### config.mk
export PLATFORM = sky130hd
export DESIGN_NAME = layer_sequencer
export DESIGN_NICKNAME = d
export VERILOG_FILES = /design/src/rtl/seq_pkg.sv /design/src/rtl/stage_timer.sv /design/src/rtl/layer_sequencer.sv
export SDC_FILE = /design/constraint.sdc
export NUM_CORES = 1
export LEC_CHECK = 0
export ABC_AREA = 1
export BUFFER_PORTS_ARGS = -buffer_cell sky130_fd_sc_hd__buf_2
export CORE_UTILIZATION = 60
export DETAILED_ROUTE_END_ITERATION = 8
export PLACE_DENSITY_LB_ADDON = 0.12
export RECOVER_POWER = 25
export SLEW_MARGIN = 15
export SYNTH_ARGS = -nofsm -noshare
export SYNTH_HDL_FRONTEND = slang
export SYNTH_SLANG_ARGS = --single-unit
### constraint.sdc
create_clock -name clk -period 1.8 [get_ports clk]
set_input_delay 0.18 -clock clk [delete_from_list [all_inputs] [get_ports clk]]
set_output_delay 0.18 -clock clk [all_outputs]
set_load 0.02 [all_outputs]
### src/rtl/seq_pkg.sv
// Shared types for the layer sequencer: FSM states and default-width index/count types.
package seq_pkg;

    localparam int NUM_STAGES_DEF = 4;
    localparam int CNT_WIDTH_DEF  = 32;

    typedef enum logic [1:0] {
        IDLE  = 2'd0,
        RUN   = 2'd1,
        ERROR = 2'd2
    } state_t;

    typedef logic [$clog2(NUM_STAGES_DEF)-1:0] stage_t;
    typedef logic [CNT_WIDTH_DEF-1:0]          cnt_t;

endpackage

### src/rtl/stage_timer.sv
// Per-stage cycle counter: cleared on stage launch, counts up and saturates at the
// watchdog limit, flags expiry when the limit is reached.
module stage_timer
    import seq_pkg::*;
#(
    parameter int TIMEOUT_CYCLES = 1_000_000,
    parameter int CNT_WIDTH      = 32
) (
    input  logic                 clk,
    input  logic                 reset,
    input  logic                 clear,
    output logic [CNT_WIDTH-1:0] count,
    output logic                 expired
);

    localparam logic [CNT_WIDTH-1:0] LIMIT = CNT_WIDTH'(TIMEOUT_CYCLES);

    logic [CNT_WIDTH-1:0] count_q, count_d;

    always_comb begin
        count_d = count_q;
        if (clear) begin
            count_d = '0;
        end else if (count_q != LIMIT) begin
            count_d = count_q + 1'b1;
        end
    end

    always_ff @(posedge clk) begin
        if (reset) begin
            count_q <= '0;
        end else begin
            count_q <= count_d;
        end
    end

    assign count   = count_q;
    assign expired = (count_q == LIMIT);

endmodule

### src/rtl/layer_sequencer.sv
// Launches each layer engine in order, waits for its done pulse, records per-stage
// cycle counts and raises a sticky watchdog error if a stage never finishes.
module layer_sequencer
    import seq_pkg::*;
#(
    parameter int NUM_STAGES     = 4,
    parameter int TIMEOUT_CYCLES = 1_000_000,
    parameter int CNT_WIDTH      = 32
) (
    input  logic                          clk,
    input  logic                          reset,
    input  logic                          start,
    output logic                          busy,
    output logic [NUM_STAGES-1:0]         stage_start,
    input  logic [NUM_STAGES-1:0]         stage_done,
    output logic [NUM_STAGES-1:0]         stage_active,
    output logic                          done,
    output logic                          error,
    output logic [$clog2(NUM_STAGES)-1:0] err_stage,
    input  logic                          clear_err,
    input  logic [$clog2(NUM_STAGES)-1:0] perf_sel,
    output logic [CNT_WIDTH-1:0]          perf_cycles
);

    localparam int SW = $clog2(NUM_STAGES);
    localparam logic [SW-1:0]         LAST = SW'(NUM_STAGES - 1);
    localparam logic [NUM_STAGES-1:0] ONE  = NUM_STAGES'(1);

    state_t                               state_q, state_d;
    logic [SW-1:0]                        cur_q, cur_d;
    logic                                 busy_q, busy_d;
    logic [NUM_STAGES-1:0]                stage_start_q, stage_start_d;
    logic [NUM_STAGES-1:0]                stage_active_q, stage_active_d;
    logic                                 done_q, done_d;
    logic                                 error_q, error_d;
    logic [SW-1:0]                        err_stage_q, err_stage_d;
    logic [NUM_STAGES-1:0][CNT_WIDTH-1:0] perf_q, perf_d;
    logic [CNT_WIDTH-1:0]                 perf_cycles_q, perf_cycles_d;

    logic                 launch;
    logic                 perf_we;
    logic [CNT_WIDTH-1:0] timer_count;
    logic                 timer_expired;

    // Timer restarts on the same edge that launches a stage, so it reads 0 while
    // stage_start is high.
    stage_timer #(
        .TIMEOUT_CYCLES (TIMEOUT_CYCLES),
        .CNT_WIDTH      (CNT_WIDTH)
    ) u_timer (
        .clk     (clk),
        .reset   (reset),
        .clear   (launch),
        .count   (timer_count),
        .expired (timer_expired)
    );

    always_comb begin
        state_d     = state_q;
        cur_d       = cur_q;
        launch      = 1'b0;
        perf_we     = 1'b0;
        done_d      = 1'b0;
        error_d     = error_q;
        err_stage_d = err_stage_q;

        case (state_q)
            IDLE: begin
                if (start) begin
                    state_d = RUN;
                    cur_d   = '0;
                    launch  = 1'b1;
                end
            end
            RUN: begin
                // A done pulse in the expiry cycle still counts as success.
                if (stage_done[cur_q]) begin
                    perf_we = 1'b1;
                    if (cur_q == LAST) begin
                        state_d = IDLE;
                        done_d  = 1'b1;
                    end else begin
                        cur_d  = cur_q + 1'b1;
                        launch = 1'b1;
                    end
                end else if (timer_expired) begin
                    state_d     = ERROR;
                    error_d     = 1'b1;
                    err_stage_d = cur_q;
                end
            end
            ERROR: begin
                if (clear_err) begin
                    state_d     = IDLE;
                    error_d     = 1'b0;
                    err_stage_d = '0;
                end
            end
            default: state_d = IDLE;
        endcase

        busy_d         = (state_d == RUN);
        stage_start_d  = launch ? (ONE << cur_d) : '0;
        stage_active_d = (state_d == RUN) ? (ONE << cur_d) : '0;
    end

    always_comb begin
        perf_d = perf_q;
        if (perf_we) begin
            perf_d[cur_q] = timer_count;
        end
        perf_cycles_d = '0;
        if (int'(perf_sel) < NUM_STAGES) begin
            perf_cycles_d = perf_q[perf_sel];
        end
    end

    always_ff @(posedge clk) begin
        if (reset) begin
            state_q <= IDLE;
        end else begin
            state_q <= state_d;
        end
    end

    always_ff @(posedge clk) begin
        if (reset) begin
            cur_q          <= '0;
            busy_q         <= 1'b0;
            stage_start_q  <= '0;
            stage_active_q <= '0;
            done_q         <= 1'b0;
            error_q        <= 1'b0;
            err_stage_q    <= '0;
            perf_q         <= '0;
            perf_cycles_q  <= '0;
        end else begin
            cur_q          <= cur_d;
            busy_q         <= busy_d;
            stage_start_q  <= stage_start_d;
            stage_active_q <= stage_active_d;
            done_q         <= done_d;
            error_q        <= error_d;
            err_stage_q    <= err_stage_d;
            perf_q         <= perf_d;
            perf_cycles_q  <= perf_cycles_d;
        end
    end

    assign busy         = busy_q;
    assign stage_start  = stage_start_q;
    assign stage_active = stage_active_q;
    assign done         = done_q;
    assign error        = error_q;
    assign err_stage    = err_stage_q;
    assign perf_cycles  = perf_cycles_q;

endmodule

==> results.yml, run 1 <==
sta:
  worstMarginPinSlew_ns: 0.839
  setup-violations-final: 0
  hold_ws_ns: 0.148
  drv_slew: 0
  fin_worst_skew_ns: 0.00858
  final_critical_path_setup_slack_ns: 0.106
  maxSlewHeadroom_pct: 44.0
  max_clock_freq_ghz: 0.590
  finalCriticalPeriod_ns: 1.69
  layout_worst_path_cycle_share_pct: 94.1
  rsz0062_at_grt: "true"
  report.final.hold_viol_count: 0
routing:
  drt_iter0_markers: 622
  drc_errors: 0
  vias_per_cell: 5.63
  dr_total_vias: 7752
  wl_per_cell_um: 15.6
  drt-total-wl_um: 21500
  drt-pass1-iter-count: 5
  ant_nets: 0
cts:
  clock_path_buffers: 3
  clkSlewWorstSetupHoldPaths_ns: 0.06
  postCtsSetupBuffers: 0
  cts_num_sinks: 209
  worstSkewPairLatency_ns: 0.50
  cts_inserted_buffers: 22
  h-tree-depth: 1
  clock-root-buffer: "clkbuf_16"
  tritoncts: "yes"
placed_design:
  count_of_input_and_output_buffers: 54
  instance_area_after_placement_mm2: 0.00899
  finalWeightedCongestion: 0.980
  total_half_perimeter_wirelength_after_legalization_and_detailed_placement_um: 13400
  dp_worst_setup_slack_ns: 0.0596
worst_setup_path:
  r2r_cells: 7
  critPathArrivalTime_ns: 2.08
  timing_worst_setup_path_type: "reg -> reg"
  r2r_setup_slack_ns: 0.11
  crit_path_max_fanout: 8
  end_kind: "flip-flop"
  required_ns: 2.19
  reg2reg_to: "u_timer.count[17]$_SDFFE_PP0N_"
  crit_path_start_kind: "flip-flop"
  worst_r2r_startpoint: "u_timer.count[15]$_SDFFE_PP0N_"
synthesis:
  synth_warnings: 0
  mappedNetlistArea_mm2: 0.00829
  avgSynthCellArea_um2: 7.39
  synth_cell_type_count: 24
  seq_area_frac_synth_pct: 50.5
  ys_seq_elements: 209
  syn-instance-count: 1122
  syn-num-nets: 1134
pwr:
  p_sw_mw: 2.23
  clkPwrFrac_pct: 47.3
  seqPwrFrac_pct: 47.0
  cellPowerDensity_mw_per_mm2: 1030
  p_comb_share_pct: 5.8
  power.ir.vdd_worst_mv: 1.09
  p_int_mw: 7.91
  power_leakage_nw: 3.69
  power_switching_share_pct: 22.0
  report.power.total_mw: 10.1
die:
  num_rows: 42
  io_pins: 55
  initial_util_pct: 62.1
  design.core.area_mm2: 0.0133
  chipWidth_um: 120
  floorplan.die_area_mm2: 0.0143
  floorplan.die.height_um: 120
global_route:
  globalRouteOverflowTotal: 0
  grt_first_pass_wirelength_um: 35500
  grt_pass1_vias: 7353
  grt_max_degree: 72
  grt_antenna_before_repair: 0
  grtUsageTotal_pct: 30.5
final_layout:
  final_area_mm2: 0.00981
  layout_overhead_on_the_synthesized_area_pct: 18.4
  fin_nets: 1198
  multiInputGateArea_mm2: 0.00352
  drive_gt1_share_pct: 12.1
  antennaDiodeCount: 0
  fill_cells: 1083
  post-route-util_pct: 73.5
  ff_latch_area_mm2: 0.00419
outcome:
  status: "completed"
worst_hold_path:
  hp-class: "in -> reg"
  min_from: "stage_done[2]"
  hold_depth: 6
  min_to: "err_stage[0]$_SDFFE_PP0P_"
flow_run:
  max_cap_viol_count: 0
synth_stat cells, drive strengths merged:
master | n | area [µm²]
nand2 | 181 | 687
nor3b | 2 | 15.0
nor3 | 15 | 75.1
o21ai | 163 | 816
xor2 | 7 | 61.3
nand3 | 23 | 115
clkbuf | 52 | 195
nor2 | 128 | 493
dfxtp | 209 | 4180
clkinv | 2 | 7.51
o211ai | 1 | 7.51
xnor2 | 1 | 8.76
nand4 | 10 | 62.6
a21oi | 219 | 1100
or2 | 1 | 6.26
inv | 91 | 342
buf | 15 | 92.6
ha | 2 | 25.0
placed cells by master (no fill, tap or decap), drive strengths merged:
master / count
a21oi: 219
buf: 78
bufinv: 1
clkbuf: 66
clkinv: 2
dfxtp: 209
dlygate4sd3: 1
ha: 2
inv: 92
nand2: 181
nand3: 23
nand4: 10
nor2: 128
nor3: 15
nor3b: 2
o211ai: 1
o21ai: 163
or2: 1
xnor2: 1
xor2: 7
power groups by stage:
stage / logic [mW] / registers [mW] / clock network (mW)
after floorplan: 0.336 / 4.91 / 0
after global placement: 0.566 / 4.86 / 0
after detailed placement: 0.574 / 4.86 / 0
after CTS: 0.581 / 4.76 / 4.84
after global routing: 0.649 / 4.77 / 5.04
final: 0.583 / 4.76 / 4.79
kinds of logic (layout without fill, tap and decap cells):
family | Yosys count | in the layout | share of synthesized area (%)
buf+inv | 160 | 240 | 7.68
compound gates | 383 | 383 | 23.2
xor+xnor | 8 | 8 | 0.845
flops | 209 | 209 | 50.5
fa+ha+maj | 2 | 2 | 0.302
simple gates | 360 | 360 | 17.5
sequential cells by signal (all words and copies together), names as in the netlist:
name,flops
perf_q,128
perf_cycles,32
u_timer.count,32
stage_active,4
stage_start,4
cur_q,2
err_stage,2
state_q,2
busy,1
done,1
error,1
worst max-delay path by stage:
stage	from	to	slack (ns)	cells past startpoint
5_1_grt	u_timer.count[25]$_SDFFE_PP0N_	busy$_SDFF_PP0_	-0.04	12
3_3_place_gp	u_timer.count[1]$_SDFFE_PP0N_	stage_active[1]$_SDFF_PP0_	0.12	13
3_5_place_dp	u_timer.count[1]$_SDFFE_PP0N_	stage_active[0]$_SDFF_PP0_	0.06	13
2_1_floorplan	u_timer.count[0]$_SDFFE_PP0N_	u_timer.count[20]$_SDFFE_PP0N_	0.22	10
6_report	u_timer.count[15]$_SDFFE_PP0N_	u_timer.count[17]$_SDFFE_PP0N_	0.11	7
4_1_cts	u_timer.count[1]$_SDFFE_PP0N_	stage_active[0]$_SDFF_PP0_	0.04	13
through the flow:
stage | std cells | setup TNS, ns
2_1_floorplan | 1122 | 0
3_3_place_gp | 1337 | 0
3_5_place_dp | 1337 | 0
4_1_cts | 1378 | 0
5_1_grt | 1378 | -0.295
6_report | 1378 | 0
worst max-delay path, cell delays in order, from the launching register on:
cell and delay, ns:
dfxtp_1 0.34, clkinv_1 0.23, nor3_1 0.36, nand2_1 0.13, nor3_1 0.18, buf_4 0.15
xor2_1 0.14, nor2_1 0.05
area by class of cell:
class	instances	area share (%)
timing repair buffer	107	7.53
multi-input combinational	753	35.8
clock buffer	38	7.76
inverter	93	3.56
sequential	209	42.7
clock inverter	2	0.395
tap	176	2.24
routing by layer:
layer	track usage [%]	part of all wire (%)
met1	40.1	44
met2	51.5	47
met3	4.09	5.9
met4	10.5	3.1
met5	0	0
timing repair:
item                                    CTS  global route
gates resized for setup                   0            22
hold endpoints to repair                  1             0
endpoints found under the setup margin    0            32
hold buffers                              1             0
(Power assumes the default switching activity.)
==> run 2: changes to the inputs <==
- CAP_MARGIN: default -> 40
- CORE_UTILIZATION: 60 -> 54
- clock period: 1.8 -> 1.55 ns (I/O delays scaled with it)
==> results.yml, run 2 (synthesis results as in run 1) <==
die:
  num_rows: 44
  floorplan.die.height_um: 126
  design.core.area_mm2: 0.0148
  initial_util_pct: 56.2
  chipWidth_um: 126
  floorplan.die_area_mm2: 0.0158
  io_pins: 55
worst_setup_path:
  timing_worst_setup_path_type: "reg -> reg"
  crit_path_max_fanout: 7
  crit_path_start_kind: "flip-flop"
  critPathArrivalTime_ns: 2.00
  end_kind: "flip-flop"
  required_ns: 1.98
routing:
  vias_per_cell: 5.46
  dr_total_vias: 7990
  drt_iter0_markers: 794
  drt-pass1-iter-count: 5
  drc_errors: 0
  wl_per_cell_um: 15.9
  ant_nets: 0
  drt-total-wl_um: 23300
final_layout:
  largest_reg_flops: 128
  fill_cells: 1170
  regMostFlops: "perf_q"
  fin_nets: 1277
  antennaDiodeCount: 0
  post-route-util_pct: 73.1
  fin_cells: 1464
  commonest_non_fill_non_tap_cell_in_the_layout: "a21oi_1"
  drive_gt1_share_pct: 23.0
  layout.cells.most_common_list: "a21oi_1, dfxtp_1, nand2_1"
  layout_overhead_on_the_synthesized_area_pct: 30.1
sta:
  maxSlewHeadroom_pct: 75.0
  fin_setup_tns_ns: -0.0396
  setup-violations-final: 4
  final_critical_path_setup_slack_ns: -0.0254
  drv_slew: 0
  finalCriticalPeriod_ns: 1.58
  max_clock_freq_ghz: 0.635
  hold_ws_ns: 0.165
  report.final.hold_viol_count: 0
  fin_worst_skew_ns: 0.0110
  rsz0062_at_grt: "true"
  layout_worst_path_cycle_share_pct: 102
  worstMarginPinSlew_ns: 0.374
cts:
  tritoncts: "yes"
  clock_path_buffers: 3
  cts_inserted_buffers: 22
  cts_num_sinks: 209
  worstSkewPairLatency_ns: 0.50
  clkSlewWorstSetupHoldPaths_ns: 0.06
  h-tree-depth: 1
  clock-root-buffer: "clkbuf_16"
global_route:
  grt_first_pass_wirelength_um: 36100
  grt_max_degree: 72
  grtUsageTotal_pct: 27.6
  globalRouteOverflowTotal: 0
  grt_pass1_vias: 7484
  grt_antenna_before_repair: 0
pwr:
  power.ir.vdd_worst_mv: 0.833
  cellPowerDensity_mw_per_mm2: 1080
  power_leakage_nw: 4.24
outcome:
  status: "finished, violations left"
  violations: "negative setup slack"
flow_run:
  max_cap_viol_count: 0
worst_hold_path:
  hp-class: "in -> reg"
placed_design:
  dp.cells: 1411
  finalWeightedCongestion: 0.940
  total_half_perimeter_wirelength_after_legalization_and_detailed_placement_um: 14400
  count_of_input_and_output_buffers: 54
run 2: area by class of cell:
cell class | count | area [µm²] | area share (%)
sequential | 209 | 4210 | 39.1
multi-input combinational | 753 | 3710 | 34.5
timing repair buffer | 186 | 1510 | 14.0
clock buffer | 29 | 638 | 5.92
inverter | 93 | 368 | 3.41
tap | 184 | 230 | 2.14
clock inverter | 10 | 108 | 0.998
run 2: what timing repair did:
item,in CTS,in global routing
hold buffers,1,0
gates cloned,0,6
endpoints found under the hold margin,1,0
pin swaps,3,16
buffers inserted,2,5
resized for setup,15,109
endpoints found under the setup margin,20,115
run 2: where the power goes:
part           total (mW)  switching [mW]  internal, mW
sequential           5.52          0.0379          5.48
combinational       0.743           0.493         0.250
clock                5.35            2.12          3.23
total                11.6            2.65          8.96
run 2: worst paths after layout:
kind                                                startpoint                             end  slack [ns]  depth (start not counted)
worst min register to register         perf_q[19]$_SDFFE_PP0P_         perf_q[19]$_SDFFE_PP0P_        0.45                          2
worst min-delay path                             stage_done[2]       err_stage[0]$_SDFFE_PP0P_        0.17                          6
worst max-delay path            u_timer.count[15]$_SDFFE_PP0N_  u_timer.count[24]$_SDFFE_PP0N_       -0.03                          6
worst max register to register  u_timer.count[15]$_SDFFE_PP0N_  u_timer.count[24]$_SDFFE_PP0N_       -0.03                          6
run 2: routing by layer:
metal | track usage [%] | wire, µm | vias up | share of wire (%)
met5 | 0 | 0 | - | 0
met4 | 7.80 | 518 | 0 | 2.2
met3 | 3.53 | 1190 | 42 | 5.1
met2 | 47.7 | 11200 | 235 | 48
met1 | 36.0 | 10500 | 3719 | 45
li1 | - | - | 3994 | -
run 2: per-stage QoR:
stage | setup slack [ns] | instance area [µm²] | total power, mW
2_1_floorplan | 0.0259 | 8290 | 6.10
6_report | -0.0254 | 10800 | 11.6
4_1_cts | 0.00773 | 10400 | 11.6
5_1_grt | -0.102 | 10800 | 12.0
3_5_place_dp | -0.0776 | 9570 | 6.34
3_3_place_gp | -0.0636 | 9570 | 6.34
run 2: worst max-delay path, cell delays in order (launching register included):
cell	delay (ns)
dfxtp_1	0.38
clkinvlp_4	0.23
nor3_2	0.25
nand2_1	0.15
nor3b_2	0.24
nand3_1	0.10
a21oi_1	0.16
==> run 3: changes to the inputs <==
- ABC_CLOCK_PERIOD_IN_PS: default -> 2000
- CORE_UTILIZATION: 54 -> 60
- clock period: 1.55 -> 2 ns (I/O delays scaled with it)
==> results.yml, run 3 (synthesis results as in run 1) <==
outcome:
  status: "completed"
final_layout:
  regMostFlops: "perf_q"
  drive_gt1_share_pct: 8.49
  fin_cells: 1354
  post-route-util_pct: 70.8
  ff_latch_area_mm2: 0.00419
  largest_reg_flops: 128
  final_area_mm2: 0.00945
  layout_overhead_on_the_synthesized_area_pct: 14.0
  layout.cells.most_common_list: "a21oi_1, dfxtp_1, nand2_1"
  fin_nets: 1176
  commonest_non_fill_non_tap_cell_in_the_layout: "a21oi_1"
  fill_cells: 1150
  antennaDiodeCount: 0
  multiInputGateArea_mm2: 0.00348
flow_run:
  max_cap_viol_count: 0
worst_setup_path:
  critical_path.max_stage_delay_ns: 0.39
  required_ns: 2.39
  timing_worst_setup_path_type: "reg -> reg"
  crit_path_max_fanout: 7
  end_kind: "flip-flop"
  crit_path_start_kind: "flip-flop"
  crit_top_cell: "nor2_1"
  cp_top_family: "simple AND/OR/NAND/NOR gates"
  critical_path.slowest_cell: "dfxtp_2"
  path_cells: "ha_1, nand2_1, nor2_1, inv_1, nor2_4, nand2_2, nor2_2, nand3_1, xor2_1, nor2_1"
  crit_path_buf_inv_count: 1
  critPathArrivalTime_ns: 2.17
routing:
  wl_per_cell_um: 14.8
  drt_iter0_markers: 793
  drt-pass1-iter-count: 5
  drc_errors: 0
  ant_nets: 0
  drt-total-wl_um: 20100
  vias_per_cell: 5.54
  dr_total_vias: 7497
die:
  initial_util_pct: 62.1
  floorplan.die.height_um: 120
  num_rows: 42
  floorplan.die_area_mm2: 0.0143
  chipWidth_um: 120
  design.core.area_mm2: 0.0133
  io_pins: 55
sta:
  finalCriticalPeriod_ns: 1.78
  maxSlewHeadroom_pct: 33.6
  rsz0062_at_grt: "false"
  fin_worst_skew_ns: 0.0148
  hold_ws_ns: 0.188
  layout_worst_path_cycle_share_pct: 89.1
  fin_setup_tns_ns: 0
  report.final.hold_viol_count: 0
  setup-violations-final: 0
  max_clock_freq_ghz: 0.561
  worstMarginPinSlew_ns: 0.996
  drv_slew: 0
  final_critical_path_setup_slack_ns: 0.219
global_route:
  grtUsageTotal_pct: 28.8
  gr-usage-met2_pct: 47.3
  grt-busiest-layer: "met2"
  grt_use_met3_pct: 4.33
  globalRouteOverflowTotal: 0
  grt_first_pass_wirelength_um: 33700
  grt_antenna_before_repair: 0
  met1_usage_pct: 38.5
  grt_pass1_vias: 7001
  grt_max_degree: 96
pwr:
  power.ir.vdd_worst_mv: 0.712
  power_leakage_nw: 3.49
  power_switching_share_pct: 22.9
  p_comb_share_pct: 5.9
  cellPowerDensity_mw_per_mm2: 906
  p_int_mw: 6.61
  p_sw_mw: 1.96
  report.power.total_mw: 8.57
  seqPwrFrac_pct: 50.0
  clkPwrFrac_pct: 44.1
placed_design:
  total_half_perimeter_wirelength_after_legalization_and_detailed_placement_um: 12900
  dp.cells: 1316
  instance_area_after_placement_mm2: 0.00881
  count_of_input_and_output_buffers: 54
  dp_worst_setup_slack_ns: 0.202
  finalWeightedCongestion: 0.959
cts:
  worstSkewPairLatency_ns: 0.50
  postCtsSetupBuffers: 0
  clock_path_buffers: 3
  clkSlewWorstSetupHoldPaths_ns: 0.06
  tritoncts: "yes"
  h-tree-depth: 1
  clock-root-buffer: "clkbuf_16"
  cts_inserted_buffers: 21
  cts_num_sinks: 209
worst_hold_path:
  hp-class: "in -> reg"
-- run 3: changes by cell type in the layout (fill, tap and decap cells not counted), sizes merged --
cell,previous run,this run
clkbuf,50,66
clkinv,6,3
clkinvlp,4,0
buf,164,52
inv,91,94
bufinv,2,0
-- run 3: cell type report --
| class | count | share of cell area [%] |
|---|---|---|
| flip-flops and latches | 209 | 44.3 |
| multi-input cells | 753 | 36.8 |
| clock buffers | 33 | 6.78 |
| repair buffers | 86 | 5.77 |
| inverters | 93 | 3.69 |
| well taps | 176 | 2.33 |
| clock inverters | 4 | 0.291 |
-- run 3: what timing repair did --
item	CTS	global route
gates resized for setup	0	3
endpoints found under the setup margin	0	2
hold buffers	1	0
hold endpoints to repair	1	0
-- run 3: final timing paths --
check / from / slack, ns / to / cells after the start
worst max-delay path: u_timer.count[1]$_SDFFE_PP0N_ / 0.22 / u_timer.count[20]$_SDFFE_PP0N_ / 10
worst max register to register: u_timer.count[1]$_SDFFE_PP0N_ / 0.22 / u_timer.count[20]$_SDFFE_PP0N_ / 10
worst min-delay path: stage_done[2] / 0.19 / err_stage[0]$_SDFFE_PP0P_ / 6
worst min register to register: perf_q[16]$_SDFFE_PP0P_ / 0.45 / perf_q[16]$_SDFFE_PP0P_ / 2
-- run 3: worst register-to-register path: cells and delay by family (launching register included) --
kind,cells,cell delay (ns)
buffers and inverters,1,0.11
flip-flops,1,0.39
AND/OR/NAND/NOR,7,0.85
adder cells (fa/ha/maj),1,0.18
XOR/XNOR,1,0.15
-- run 3: power by group through the flow --
stage               Sequential (mW)  Combinational, mW  Clock (mW)
finish                         4.28              0.505        3.78
floorplan                      4.42              0.302           0
global placement               4.37              0.503           0
global route                   4.29              0.567        4.03
CTS                            4.28              0.514        3.83
detailed placement             4.37              0.508           0
-- run 3: routing by layer --
layer | vias to the layer above | part of all wire (%)
met5 | - | 0
met4 | 0 | 2.4
met3 | 43 | 5.0
met2 | 189 | 47
met1 | 3472 | 46
li1 | 3793 | -
